==> config.mk <==
export PLATFORM = sky130hd
export DESIGN_NAME = prot_key_sequencer
export DESIGN_NICKNAME = d
export VERILOG_FILES = /design/src/rtl/prot_key_sequencer.sv
export SDC_FILE = /design/constraint.sdc
export NUM_CORES = 1
export LEC_CHECK = 0
export CAP_MARGIN = 20
export CORE_UTILIZATION = 58
export CTS_CLUSTER_SIZE = 12
export DETAILED_ROUTE_END_ITERATION = 10
export GPL_TIMING_DRIVEN = 0
export PLACE_DENSITY = 0.87
export RECOVER_POWER = 100
export SLEW_MARGIN = 20
export SYNTH_ARGS = -nofsm -noshare
export SYNTH_HDL_FRONTEND = slang
export SYNTH_SLANG_ARGS = --single-unit
export TNS_END_PERCENT = 20
==> constraint.sdc <==
create_clock -name clk -period 5.3 [get_ports clk]
set_input_delay 1.06 -clock clk [delete_from_list [all_inputs] [get_ports clk]]
set_output_delay 1.06 -clock clk [all_outputs]
set_load 0.1 [all_outputs]
==> src/rtl/prot_key_sequencer.sv <==
// Protection-PAL key sequencer: acquires the bus, walks a programmable series
// of read strobes into the protection window using a 16-entry nibble table,
// and collects the PAL's SDRD response bit of every step into a result word.
module prot_key_sequencer #(
    parameter int ACC_CYC = 2,
    parameter int MAX_LEN = 16
) (
    input  logic        clk,
    input  logic        rst,
    input  logic        cfg_we,
    input  logic [3:0]  cfg_addr,
    input  logic [3:0]  cfg_data,
    input  logic [4:0]  seq_len,
    input  logic        start,
    output logic        busy,
    output logic        done,
    output logic        err,
    output logic [15:0] result,
    output logic        bus_req,
    input  logic        bus_gnt,
    output logic        bus_oe,
    output logic        BA13,
    output logic        BA12,
    output logic [3:0]  BA_NIB,
    output logic        BR_W,
    output logic        SSER,
    input  logic        SDRD
);

    typedef enum logic [2:0] {IDLE, REQ, SETUP, STROBE, RECOV, FIN} state_t;

    localparam logic [4:0] LEN_MAX  = 5'(MAX_LEN);
    localparam logic [3:0] CNT_LAST = 4'(ACC_CYC - 1);

    state_t     state_q, state_d;
    logic [3:0] step_q, step_d;
    logic [3:0] cnt_q, cnt_d;
    logic [4:0] len_q, len_d;
    logic       start_acc;
    logic       abort;
    logic       sample;
    logic       in_bus_d;
    logic [3:0] key_tbl [MAX_LEN];

    // Requested lengths beyond the table depth run the whole table.
    function automatic logic [4:0] clamp_len(input logic [4:0] len);
        return (len > LEN_MAX) ? LEN_MAX : len;
    endfunction

    // The window is only ever read, so BA13 never leaves 0.
    assign BA13 = 1'b0;

    // Next-state logic: sequencing, strobe timing and grant-loss abort.
    always_comb begin
        state_d   = state_q;
        step_d    = step_q;
        cnt_d     = cnt_q;
        len_d     = len_q;
        start_acc = 1'b0;
        abort     = 1'b0;
        sample    = 1'b0;
        case (state_q)
            IDLE: begin
                if (start) begin
                    start_acc = 1'b1;
                    step_d    = 4'd0;
                    if (seq_len == 5'd0) begin
                        state_d = FIN;
                    end else begin
                        len_d   = clamp_len(seq_len);
                        state_d = REQ;
                    end
                end
            end
            REQ: begin
                // Grant wobbling before we own the bus is not an abort.
                if (bus_gnt) begin
                    cnt_d   = 4'd0;
                    state_d = SETUP;
                end
            end
            SETUP: begin
                if (!bus_gnt) begin
                    abort   = 1'b1;
                    state_d = FIN;
                end else begin
                    cnt_d   = 4'd0;
                    state_d = STROBE;
                end
            end
            STROBE: begin
                if (!bus_gnt) begin
                    abort   = 1'b1;
                    state_d = FIN;
                end else if (cnt_q == CNT_LAST) begin
                    sample  = 1'b1;
                    state_d = RECOV;
                end else begin
                    cnt_d = cnt_q + 4'd1;
                end
            end
            RECOV: begin
                if (!bus_gnt) begin
                    abort   = 1'b1;
                    state_d = FIN;
                end else if (({1'b0, step_q} + 5'd1) < len_q) begin
                    step_d  = step_q + 4'd1;
                    state_d = SETUP;
                end else begin
                    state_d = FIN;
                end
            end
            FIN: begin
                state_d = IDLE;
            end
            default: begin
                state_d = IDLE;
            end
        endcase
    end

    assign in_bus_d = (state_d == SETUP) || (state_d == STROBE) || (state_d == RECOV);

    // State register plus outputs registered from the upcoming state.
    always_ff @(posedge clk or posedge rst) begin
        if (rst) begin
            state_q <= IDLE;
            step_q  <= 4'd0;
            cnt_q   <= 4'd0;
            len_q   <= 5'd0;
            busy    <= 1'b0;
            done    <= 1'b0;
            err     <= 1'b0;
            result  <= 16'd0;
            bus_req <= 1'b0;
            bus_oe  <= 1'b0;
            BA12    <= 1'b0;
            BA_NIB  <= 4'd0;
            BR_W    <= 1'b0;
            SSER    <= 1'b1;
        end else begin
            state_q <= state_d;
            step_q  <= step_d;
            cnt_q   <= cnt_d;
            len_q   <= len_d;
            busy    <= (state_d != IDLE);
            done    <= (state_d == FIN);
            bus_req <= (state_d == REQ) || in_bus_d;
            bus_oe  <= in_bus_d;
            BA12    <= in_bus_d;
            BR_W    <= in_bus_d;
            BA_NIB  <= in_bus_d ? key_tbl[step_d] : 4'd0;
            SSER    <= (state_d != STROBE);
            if (start_acc) begin
                err    <= 1'b0;
                result <= 16'd0;
            end else begin
                if (abort) begin
                    err <= 1'b1;
                end
                if (sample) begin
                    result[step_q] <= SDRD;
                end
            end
        end
    end

    // Key table: writable only while idle and not on the cycle a start is taken.
    always_ff @(posedge clk or posedge rst) begin
        if (rst) begin
            for (int i = 0; i < MAX_LEN; i++) begin
                key_tbl[i] <= 4'd0;
            end
        end else if (cfg_we && (state_q == IDLE) && !start) begin
            key_tbl[cfg_addr] <= cfg_data;
        end
    end

endmodule

# Word-level counts from Yosys, hierarchy flattened
# Cells that the tools add are included.
[totals] ff_bits=106 elab_cells=112
[op_classes] bitwise_logic=3 n_addsub=3 eq_ne=14 mux=39 reduce_logical=18 magnitude_cmp=7
[ops] operator="bitwise mux 64 bit" n=1
[ops] operator="2-to-1 mux 4 bit" n=10
[ops] operator="2-to-1 mux 16 bit" n=2
[ops] operator="2-to-1 mux 3 bit" n=8
[ops] operator="binary-select mux 4 bit (select 4 bit)" n=1
[ops] operator="bitwise mux 16 bit" n=1
[ops] operator="demux 4 bit (select 4 bit)" n=1
[ops] operator="one-hot mux 4 bit (2 select lines)" n=2
[ops] operator="one-hot mux 3 bit (5 select lines)" n=1
[ops] operator="== test 3 x 2 -> 1 bit, second input constant" n=4
[ops] operator=">= comparator 5 bit, second input constant" n=2
[ops] operator="2-to-1 mux 1 bit" n=10
[ops] operator="NOT 4 -> 5 bit" n=2
[ops] operator="== test 3 bit, second input constant" n=3
[ops] operator="adder 4 x 1 -> 4 bit, second input constant" n=2
[ops] operator="== test 3 x 1 -> 1 bit, second input constant" n=2
[ops] operator="nonzero test 2 bit" n=3
[ops] operator="adder 4 x 1 -> 5 bit, second input constant" n=1
[ops] operator="greater-than comparator 5 bit, second input constant" n=1
[ops] operator="zero test 5 bit" n=1
[ops] operator="less-than comparator 4 x 5 -> 1 bit, second input constant" n=1
[ops] operator="less-than comparator 5 x 1 -> 1 bit, second input constant" n=1
[ops] operator="less-than comparator 5 bit" n=1
[ops] operator="2-to-1 mux 5 bit" n=1
[ops] operator="16 further kinds" n=22

# Longest topological paths before layout
[depth] depth_word=10 depth_mapped=16 mapped_depth_nobuf=13

# Least setup slack after synthesis
# Ideal clock, no wire load.
[synth_timing] path_kind="flip-flop to flip-flop" from="register step_q[3]" to="register BA_NIB[0]" path_stages_with_launch=16 required_time_ns=5.161 arrival_ns=3.243 path_buffers=4 setup_time_ns=0.139 setup_slack_ns=1.918 path_cell_list="dfrtp_1 -> clkbuf_1 -> inv_1 -> xnor2_1 -> inv_1 -> ha_1 -> nor2_1 -> a211oi_1 -> a21o_1 -> buf_6 -> mux2_4 -> buf_6 -> buf_6 -> mux2i_1 -> o22ai_1 -> or4_1"
[synth_via] elab_chain_cells=10 word_cells_on_any_way=20 classes_between="add/sub (2); order compare (1); eq/ne (3); mux (11); bitwise (1); reduce/logical (2)"
[synth_rtl] item="start, declared" line_no="36" source="logic [3:0] step_q, step_d;"
[synth_rtl] item="start signal, assigned" line_no="143" source="step_q <= step_d;"
[synth_rtl] item="adder 4 x 1 -> 5 bit" line_no="106" source="end else if (({1'b0, step_q} + 5'd1) < len_q) begin"
[synth_rtl] item="less-than comparator 5 bit" line_no="106"
[synth_rtl] item="2-to-1 mux 4 bit" line_no="106"
[synth_rtl] item="2-to-1 mux 4 bit" line_no="103" source="if (!bus_gnt) begin"
[synth_rtl] item="one-hot mux 4 bit (2 select lines)" line_no="62" source="case (state_q)"
[synth_rtl] item="NOT 4 -> 5 bit (not written as such)" line_no="152" source="BA_NIB <= in_bus_d ? key_tbl[step_d] : 4'd0;"
[synth_rtl] item="binary-select mux 4 bit (select 4 bit)" line_no="152"
[synth_rtl] item="2-to-1 mux 4 bit (not written as such) (2 in a row)" line_no="152"
[synth_rtl] item="2-to-1 mux 4 bit (*)" line_no="152"
[synth_rtl] item="end signal, assigned" line_no="152"
[synth_rtl] item="end, declared" line_no="24" source="output logic [3:0] BA_NIB,"
# Mark *: on every way between the ends. The rest lies on a longest branch, timed or not. The select of a mux whose other input is x is not followed.
# A chain may end at the register's enable or synchronous reset.

# Worst setup path after layout
[layout_timing] from="register step_q[3]" to="register BA_NIB[1]"
[layout_via] elab_chain_cells=10 word_cells_on_any_way=20 classes_between="add/sub (2); order compare (1); eq/ne (3); mux (11); bitwise (1); reduce/logical (2)"
[layout_rtl] item="adder 4 x 1 -> 5 bit" line_no="106"
[layout_rtl] item="less-than comparator 5 bit" line_no="106"
[layout_rtl] item="2-to-1 mux 4 bit" line_no="106"
[layout_rtl] item="2-to-1 mux 4 bit" line_no="103"
[layout_rtl] item="one-hot mux 4 bit (2 select lines)" line_no="62"
[layout_rtl] item="named net step_d[2]" line_no="36"
[layout_rtl] item="NOT 4 -> 5 bit (not written as such)" line_no="152"
[layout_rtl] item="binary-select mux 4 bit (select 4 bit)" line_no="152"
[layout_rtl] item="2-to-1 mux 4 bit (not written as such) (2 in a row)" line_no="152"
[layout_rtl] item="2-to-1 mux 4 bit" line_no="152"
# The timed path passes the listed nets, and every way through them passes these cells. The select of a mux whose other input is x is not followed.

==> results.sh <==
export IMPL_wirelength_mm=10.8
export IMPL_worst_path_stages=14
export IMPL_tightest_slew_ps=1960
export IMPL_cp_max_fo=10
export IMPL_endpoint="BA_NIB[1]"
export IMPL_cts_tree="built"
export IMPL_drive_gt1_share_pct=18.6
export IMPL_rrSetupSlack_ps=800
export IMPL_ys_seq_area_share_pct=51.0
export IMPL_timing_fmax_mhz=222
export IMPL_postCtsHoldBufs=0
export IMPL_power_leakage_nw=2.74
export IMPL_fin_hold_ws_ps=491
export IMPL_period_share_pct=85.0
export IMPL_violations="max-capacitance violations, max-slew violations"
export IMPL_slew_limit_headroom_pct=-30.7
export IMPL_fin_skew_ps=11.0
export IMPL_slew_violations=84
export IMPL_crit_type="reg -> reg"
export IMPL_post_dp_hpwl_mm=7.88
export IMPL_syn_inst=467
export IMPL_synth_cell_type_count=49
export IMPL_grt_max_degree=84
export IMPL_final_hold_violation_count=0
export IMPL_crit_required_ps=5540
export IMPL_nets=552
export IMPL_fin_crit_ps=4500
export IMPL_rsz0062_at_grt="false"
export IMPL_grt_pass1_wl_mm=18.2
export IMPL_post_cts_resized=0
export IMPL_path_delay_family="compound AO/OA/AOI/OAI gates"
export IMPL_dpl_cell_area_um2=5810
export IMPL_timing_rr_start="step_q[3]"
export IMPL_postRouteAntennaNets=0
export IMPL_r2r_cells=14
export IMPL_slowest_stage="o32ai_1"
export IMPL_synth_edff_count=0
export IMPL_wl_per_cell_um=16.9
export IMPL_first_global_vias=3721
export IMPL_hold_class="reg -> reg"
export IMPL_syn2layout_area_growth_pct=14.4
export IMPL_rows=34
export IMPL_overflow=0
export IMPL_initial_core_util_pct=59.7
export IMPL_power_density_nw_per_um2=444
export IMPL_fin_tns_setup_ps=0
export IMPL_critPathCaptureType="flip-flop"
export IMPL_startpoint="step_q[3]"
export IMPL_numPortBuffers=44
export IMPL_yosys_warnings=0
export IMPL_worstPathArrival_ps=4740
export IMPL_ir_drop_v=0.000262
export IMPL_async_flop_share_pct=100
export IMPL_setup_slack_ps=796
export IMPL_num_antenna_cells=0
export IMPL_die_height_um=96.7
export IMPL_dp_cells=620
export IMPL_finish_instance_area_um2=5950
export IMPL_ios=48
export IMPL_synth_top_area_share_pct=50.5
export IMPL_gp_congestion=0.854
export IMPL_drt_vias_per_instance=5.91
export IMPL_die_area_um2=9350
export IMPL_yosysTopAreaCell="dfrtp_1"
export IMPL_start_kind="flip-flop"
export IMPL_drt_iter0_drc=244
export IMPL_cts_buffer_depth=2
export IMPL_synth_ff_latch_count=106
export IMPL_synth_fp_nets=496
export IMPL_status="finished, violations left"
export IMPL_synth_top_cells_by_area="dfrtp_1 50%, mux2_2 14%, mux2i_1 6.7%, nand2_1 3.8%, ha_1 2.4%"
export IMPL_post_cts_setup_buffers=0
export IMPL_path_cells="clkbuf_1, inv_1, xnor2_1, inv_1, ha_1, nor3_1, a211oi_1, a21o_1, clkbuf_1, o32ai_1, nor2b_1, nand2_1, o22ai_1, or4_1"
export IMPL_syn_cell_area_um2=5200
export IMPL_drt_pass1_iter_count=5
export IMPL_track_usage_pct=24.2
export IMPL_cts_made_buffers=9
export IMPL_cts_root_buf="clkbuf_8"
export IMPL_reg2reg_to="BA_NIB[1]"
export IMPL_synthFlopType="dfrtp_1"
export IMPL_die_w_um=96.7
export IMPL_antenna_found_initial=0
export IMPL_critPathMaxStageDelay_ps=990
export IMPL_place_ws_ps=1350
export IMPL_critical_path_buf_inv_count=4
export IMPL_yosysMostFrequentCell="dfrtp_1"
export IMPL_clkTransAtPathRegs_ps=100
export IMPL_core_area_um2=8720
export IMPL_clk_latency_ps=380
export IMPL_synthTopCellsByCount="105 x dfrtp_1, 64 x mux2_2, 52 x nand2_1"
export IMPL_cts_sinks=106
export IMPL_finalSetupViolCount=0
export IMPL_h_tree_depth=3
export IMPL_avgSynthCellArea_um2=11.1
export IMPL_stdcell_count=636
export IMPL_maxCapViolCount=1
export IMPL_drc=0
export IMPL_route_vias_total=3757
[layout by cell type, fill, tap and decap left out, types with 3 or more instances in the layout]
cell	synthesis	routed
clkdlybuf4s50_1	0	13
o21ai_0	19	19
dlygate4sd3_1	0	31
or4_1	4	4
nand2b_1	8	8
nor3b_1	4	4
ha_1	10	10
nand2_1	52	52
nand3_1	12	12
nor3_1	10	10
a21oi_1	24	24
mux2_2	64	64
nor2b_1	3	3
clkinvlp_4	0	3
nand3b_1	5	5
clkbuf_8	0	9
o22ai_1	16	16
mux2i_1	35	35
clkbuf_1	10	12
buf_6	4	3
nor2_1	31	31
dfrtp_1	105	105
buf_4	5	5
inv_1	15	14
[worst reg2reg max path, delay by kind of cell, from the launching register on]
kind / cells / cell delay, ps
buf+inv: 4 / 810
flops: 1 / 330
compound gates: 4 / 1450
fa+ha+maj: 1 / 230
simple gates: 4 / 1170
xor+xnor: 1 / 380
[power by group]
group          switching, W  total, W  internal (W)
Combinational      0.000661   0.00106      0.000398
Sequential         0.000109   0.00111       0.00100
Clock              0.000294  0.000472      0.000179
Total               0.00106   0.00264       0.00158
[metrics by stage]
| step | power (W) | utilization (%) |
|---|---|---|
| 2_1_floorplan | 0.00195 | - |
| 3_3_place_gp | 0.00215 | 66.3 |
| 3_5_place_dp | 0.00220 | 66.6 |
| 4_1_cts | 0.00267 | 68.8 |
| 5_1_grt | 0.00278 | 68.2 |
| 6_report | 0.00264 | 68.2 |
[worst min-delay path by stage]
stage | from | to | depth (start not counted)
detailed placement | len_q[3] | len_q[3] | 2
floorplan | len_q[1] | len_q[1] | 2
CTS | len_q[3] | len_q[3] | 2
finish | len_q[3] | len_q[3] | 2
global route | len_q[1] | len_q[1] | 2
global placement | len_q[1] | len_q[1] | 2
[sequential cells by signal (all words and copies together), names as in the netlist]
name,count
result,16
busy,1
BR_W,1
done,1
len_q,5
step_q,4
cnt_q,4
SSER,1
BA_NIB,4
bus_req,1
state_q,3
key_tbl,64
err,1
[cell families (layout without fill, tap and decap cells)]
family	count (synthesis)	count (layout)	share of synthesized area, %
AND/OR/NAND/NOR	139	139	13.1
multiplexers	101	101	21.3
buffers and inverters	38	99	3.75
adder cells (fa/ha/maj)	10	10	2.40
flip-flops	106	106	51.0
XOR/XNOR	2	2	0.337
other	1	1	0.0721
AO/OA/AOI/OAI	70	70	8.06
[per-layer routing]
| metal | global-route usage [%] | vias to the layer above | wire length [um] |
|---|---|---|---|
| met3 | 4.34 | 22 | 436 |
| met1 | 31.5 | 1856 | 4720 |
| met5 | 0 | - | 0 |
| li1 | - | 1768 | - |
| met2 | 41.1 | 111 | 5360 |
| met4 | 8.38 | 0 | 252 |
[area by class of cell]
type                            count  area (um^2)
Clock buffer                        9          124
Inverter                           15         57.6
Clock inverter                      7         65.1
Tap cell                          108          135
Sequential cell                   106         2650
Multi-Input combinational cell    323         2340
Timing Repair Buffer               45          445
Buffer                             23          130
Fill cell                         649         2770
No activity file was read; power rests on OpenSTA's default activity.
